### config.mk
export PLATFORM = sky130hd
export DESIGN_NAME = oddr2_feeder
export DESIGN_NICKNAME = d
export VERILOG_FILES = /design/src/rtl/oddr2_feeder_pkg.sv /design/src/rtl/oddr2_feeder_sync_fifo.sv /design/src/rtl/oddr2_feeder.sv
export SDC_FILE = /design/constraint.sdc
export NUM_CORES = 1
export LEC_CHECK = 0
export BUFFER_PORTS_ARGS = -buffer_cell sky130_fd_sc_hd__buf_2
export CAP_MARGIN = 30
export CORE_MARGIN = 2
export CORE_UTILIZATION = 50
export DETAILED_ROUTE_END_ITERATION = 6
export PLACE_DENSITY = 0.73
export SETUP_SLACK_MARGIN = 0.02
export SLEW_MARGIN = 10
export SYNTH_ARGS = -nofsm -noshare
export SYNTH_HDL_FRONTEND = slang
export SYNTH_HIERARCHICAL = 1
export SYNTH_SLANG_ARGS = --single-unit
### constraint.sdc
create_clock -name clk -period 2.7 [get_ports clk]
set_clock_uncertainty 0.2 [all_clocks]
set_input_delay 0.675 -clock clk [delete_from_list [all_inputs] [get_ports clk]]
set_output_delay 0.675 -clock clk [all_outputs]
set_load 0.02 [all_outputs]
### src/rtl/oddr2_feeder_pkg.sv
// Shared types and limits for the ODDR2 feeder: FSM state encoding and underrun saturation.
package oddr2_feeder_pkg;

    typedef enum logic [1:0] {
        ST_IDLE  = 2'd0,
        ST_PRIME = 2'd1,
        ST_RUN   = 2'd2,
        ST_DRAIN = 2'd3
    } state_t;

    localparam logic [15:0] UNDERRUN_MAX = 16'hFFFF;

    function automatic logic [15:0] sat_inc(input logic [15:0] v);
        return (v == UNDERRUN_MAX) ? v : v + 16'd1;
    endfunction

endpackage

### src/rtl/oddr2_feeder_sync_fifo.sv
// Synchronous FIFO, no bypass: a push is poppable the following cycle, read data is the head entry.
// Pushes while full and pops while empty are ignored; count/full/empty are from registered pointers.
module sync_fifo #(
    parameter int DW2   = 16,
    parameter int DEPTH = 4
) (
    input  logic                     clk,
    input  logic                     resetb,
    input  logic                     i_push,
    input  logic                     i_pop,
    input  logic [DW2-1:0]           i_dat,
    output logic [DW2-1:0]           o_dat,
    output logic                     o_full,
    output logic                     o_empty,
    output logic [$clog2(DEPTH):0]   o_count
);
    localparam int AW = $clog2(DEPTH);

    logic [DW2-1:0] r_mem [DEPTH];
    logic [AW:0]    r_wr;
    logic [AW:0]    r_rd;
    logic           w_wr_en;
    logic           w_rd_en;

    // Extra pointer bit separates full (MSBs differ) from empty (pointers equal).
    assign o_empty = (r_wr == r_rd);
    assign o_full  = ((r_wr ^ r_rd) == {1'b1, {AW{1'b0}}});
    assign o_count = r_wr - r_rd;
    assign o_dat   = r_mem[r_rd[AW-1:0]];
    assign w_wr_en = i_push & ~o_full;
    assign w_rd_en = i_pop & ~o_empty;

    always_ff @(posedge clk) begin
        if (w_wr_en) begin
            r_mem[r_wr[AW-1:0]] <= i_dat;
        end
    end

    always_ff @(posedge clk or negedge resetb) begin
        if (!resetb) begin
            r_wr <= '0;
            r_rd <= '0;
        end else begin
            if (w_wr_en) r_wr <= r_wr + 1'b1;
            if (w_rd_en) r_rd <= r_rd + 1'b1;
        end
    end

endmodule

### src/rtl/oddr2_feeder.sv
// Feeds ODDR2 D0/D1/CE from a FIFO of 2*DW words; first data on d0/d1 two cycles after its push.
// din_ready drops when full, disabled or draining; RUN-state empty cycles emit IDLE_PAT and count.
module oddr2_feeder
    import oddr2_feeder_pkg::*;
#(
    parameter int             DW        = 8,
    parameter int             DEPTH     = 4,
    parameter int             PRIME_LVL = 2,
    parameter logic [DW-1:0]  IDLE_PAT  = '0
) (
    input  logic              clk,
    input  logic              resetb,
    input  logic              enable,
    input  logic [2*DW-1:0]   din,
    input  logic              din_valid,
    output logic              din_ready,
    output logic [DW-1:0]     d0,
    output logic [DW-1:0]     d1,
    output logic              oddr_ce,
    output logic              data_valid,
    output logic              busy,
    output logic [15:0]       underrun_cnt
);
    localparam int          AW        = $clog2(DEPTH);
    localparam logic [AW:0] PRIME_CNT = (AW+1)'(PRIME_LVL);
    localparam logic [AW:0] ONE_CNT   = (AW+1)'(1);

    state_t             r_state;
    state_t             w_state_nxt;
    logic [DW-1:0]      r_d0;
    logic [DW-1:0]      r_d1;
    logic               r_ce;
    logic               r_dv;
    logic [15:0]        r_ur_cnt;

    logic               w_push;
    logic               w_pop;
    logic               w_full;
    logic               w_empty;
    logic [AW:0]        w_count;
    logic [2*DW-1:0]    w_fifo_dat;

    assign din_ready    = enable & ~w_full & (r_state != ST_DRAIN);
    assign w_push       = din_valid & din_ready;
    assign w_pop        = ((r_state == ST_RUN) || (r_state == ST_DRAIN)) & ~w_empty;
    assign busy         = (r_state != ST_IDLE);
    assign d0           = r_d0;
    assign d1           = r_d1;
    assign oddr_ce      = r_ce;
    assign data_valid   = r_dv;
    assign underrun_cnt = r_ur_cnt;

    sync_fifo #(
        .DW2   (2*DW),
        .DEPTH (DEPTH)
    ) u_fifo (
        .clk     (clk),
        .resetb  (resetb),
        .i_push  (w_push),
        .i_pop   (w_pop),
        .i_dat   (din),
        .o_dat   (w_fifo_dat),
        .o_full  (w_full),
        .o_empty (w_empty),
        .o_count (w_count)
    );

    always_ff @(posedge clk or negedge resetb) begin
        if (!resetb) begin
            r_state <= ST_IDLE;
        end else begin
            r_state <= w_state_nxt;
        end
    end

    // Dropping enable takes priority over priming so a stalled stream never enters RUN.
    always_comb begin
        w_state_nxt = r_state;
        case (r_state)
            ST_IDLE: begin
                if (enable) w_state_nxt = ST_PRIME;
            end
            ST_PRIME: begin
                if (!enable)                   w_state_nxt = w_empty ? ST_IDLE : ST_DRAIN;
                else if (w_count >= PRIME_CNT) w_state_nxt = ST_RUN;
            end
            ST_RUN: begin
                if (!enable) w_state_nxt = ST_DRAIN;
            end
            ST_DRAIN: begin
                if (w_count <= ONE_CNT) w_state_nxt = ST_IDLE;
            end
            default: w_state_nxt = ST_IDLE;
        endcase
    end

    always_ff @(posedge clk or negedge resetb) begin
        if (!resetb) begin
            r_d0     <= IDLE_PAT;
            r_d1     <= IDLE_PAT;
            r_ce     <= 1'b0;
            r_dv     <= 1'b0;
            r_ur_cnt <= '0;
        end else begin
            r_ce <= (r_state != ST_IDLE);
            if (w_pop) begin
                r_d0 <= w_fifo_dat[DW-1:0];
                r_d1 <= w_fifo_dat[2*DW-1:DW];
                r_dv <= 1'b1;
            end else begin
                r_d0 <= IDLE_PAT;
                r_d1 <= IDLE_PAT;
                r_dv <= 1'b0;
            end
            if ((r_state == ST_RUN) && w_empty) begin
                r_ur_cnt <= sat_inc(r_ur_cnt);
            end
        end
    end

endmodule

==> results.cfg <==
[drt]
vias = 2428
vias_per_cell = 5.51
drcViolationCount = 0
drt-initial-drc-count = 132
wire_per_inst_um = 17.4
drt-total-wl_mm = 7.68
drtPass1Iterations = 4
antenna_left = 0

[sta]
rsz0062_at_grt = false
period_share_pct = 95.7
hold_viol = 0
fin_ws_ps = 116
setup_tns_ps = 0
relSlewSlack_pct = 75.9
whs_ps = 62.0
worst_slew_pin_slew_ps = 353
slew_viol_final = 0
setup_viol = 0
period_needed_ps = 2580
clock.fmax_mhz = 387

[worst_hold_path]
min_path_type = input port to async pin

[layout]
insertedDiodeCount = 0
register_area_um2 = 2970
final_net_count = 357
fillCellCount = 654
layout-drive-gt1-share_pct = 36.3
stdcell_count = 441
final_area_um2 = 5060
multiInputGateArea_um2 = 1360
area_delta_synth_final_pct = 16.4

[die]
chipHeight_um = 97.2
rows = 34
dieArea_um2 = 9450
die_w_um = 97.2
initial_utilization_pct = 50.6
coreArea_um2 = 8590
boundaryPins = 56

[clock_tree]
cts_tree = done
clock_latency_ps = 380
holdBufCountCts = 0
cts_max_level = 3
cts.reportedPaths.clkPinSlew_ps = 100
cts_sinks = 106
numCtsBuffers = 9
clk_path_buf_depth = 2
cts-root-buf = clkbuf_8

[critical_path]
crit_required_ps = 1820
timing.rr.end = underrun_cnt[7]
crit_start = u_fifo/r_rd[1]
crit_type = flip-flop to output port
crit_path_end = din_ready
start_kind = flip-flop
r2r-start = u_fifo/r_rd[1]
r2r_setup_slack_ps = 280
reg2regPathDepth = 8
crit_fanout = 5
end_kind = output port
cp_data_arrival_time_ps = 1710

[grt]
grt_max_degree = 43
grt_usage_pct = 17.3
grt_overflow = 0
antenna_found_initial = 0
first_global_vias = 2395
grt_pass1_wl_mm = 12.6

[power]
leakagePower_nw = 2.06
p_per_area_nw_per_um2 = 1030
internal-power_w = 0.00339
pwr-share-comb_pct = 37.4
vdd_drop_max_mv = 0.512
swShare_pct = 34.7
pwr-share-seq_pct = 42.7
pwr-share-clk_pct = 19.9
p_sw_w = 0.00180

[place]
dp_slack_ps = 155
port_buffers = 55
dp_hpwl_mm = 4.82
gp_congestion = 0.809
placed_area_um2 = 4790
dp_cells = 423

[synthesis]
syn_nets = 293
synthCells = 264
syn_avg_cell_area_um2 = 16.5
yosys_warnings = 6
synth_area_um2 = 4350

[flow_run]
cap_violations = 0

[outcome]
outcome = completed
## final cells by class
cell class,instances,share of cell area [%]
inverters,9,0.668
clock buffers,9,2.45
multi-input cells,141,26.9
flip-flops and latches,106,58.8
clock inverters,7,1.83
repair buffers,61,6.70
well taps,108,2.67
## metal layers
layer  vias to the layer above  routed length [um]  global-route usage (%)
met3                        13                 363                    3.67
li1                       1106                   -                       -
met2                        82                3710                    27.9
met5                         -                   0                       0
met1                      1227                3480                    23.3
met4                         0                 128                    6.73
## worst min path at each step
stage | from | endpoint | slack (ps) | depth (start not counted)
after floorplan | resetb | async pin | 180 | 0
after global placement | underrun_cnt[15] | underrun_cnt[15] | 290 | 1
after detailed placement | underrun_cnt[14] | underrun_cnt[14] | 310 | 1
after CTS | resetb | underrun_cnt[5] | 60 | 2
after global routing | resetb | underrun_cnt[5] | 60 | 2
final | resetb | underrun_cnt[5] | 60 | 2
## cell usage in the layout (no fill, tap or decap), types with 2 or more instances in the layout
| master | instances |
|---|---|
| inv_6 | 2 |
| nand3_1 | 9 |
| mux2_4 | 3 |
| mux2_2 | 5 |
| and3_1 | 3 |
| xnor2_1 | 4 |
| xor2_1 | 7 |
| a21oi_1 | 2 |
| ha_1 | 6 |
| nand2_1 | 15 |
| and3_4 | 4 |
| o21ai_0 | 3 |
| buf_4 | 5 |
| clkbuf_8 | 9 |
| nor2b_1 | 2 |
| and2_1 | 17 |
| nand4_1 | 5 |
| mux2i_1 | 2 |
| buf_2 | 54 |
| mux4_2 | 16 |
| inv_1 | 8 |
| nor4_1 | 2 |
| clkinv_4 | 2 |
| nor2_1 | 8 |
| ha_4 | 2 |
| edfxtp_1 | 64 |
| nor3_1 | 2 |
| dfrtp_1 | 41 |
## critical path, cell delays in order (launching register included)
cell      delay, ps
dfrtp_1         390
inv_1           140
ha_4            230
nand3_4         100
inv_1            80
a211oi_4        250
buf_6           150
## power groups by stage
stage | clock network, W | logic (W) | registers, W
4_1_cts | 0.00106 | 0.00191 | 0.00221
3_5_place_dp | 0 | 0.00185 | 0.00226
6_report | 0.00104 | 0.00194 | 0.00222
2_1_floorplan | 0 | 0.00122 | 0.00240
3_3_place_gp | 0 | 0.00181 | 0.00225
5_1_grt | 0.00113 | 0.00214 | 0.00226
## per-stage QoR
stage,power (W),utilization (%)
after floorplan,0.00361,-
after global placement,0.00406,55.7
after detailed placement,0.00411,55.7
after CTS,0.00518,58.5
after global routing,0.00553,58.9
final,0.00520,58.9
## sequential cells by signal, indices dropped and copies added (netlist names), named ones only
signal and cells:
d0 8, d1 8, data_valid 1, oddr_ce 1
r_state 1, u_fifo/r_mem 64, u_fifo/r_rd 3, u_fifo/r_wr 3
underrun_cnt 16
## timing repair
action / in CTS / in global routing
hold endpoints to repair: 0 / 0
endpoints found under the setup margin: 1 / 1
gates cloned: 0 / 0
gates resized for setup: 3 / 4
setup buffers: 2 / 0
No activity file was read; power rests on OpenSTA's default activity.
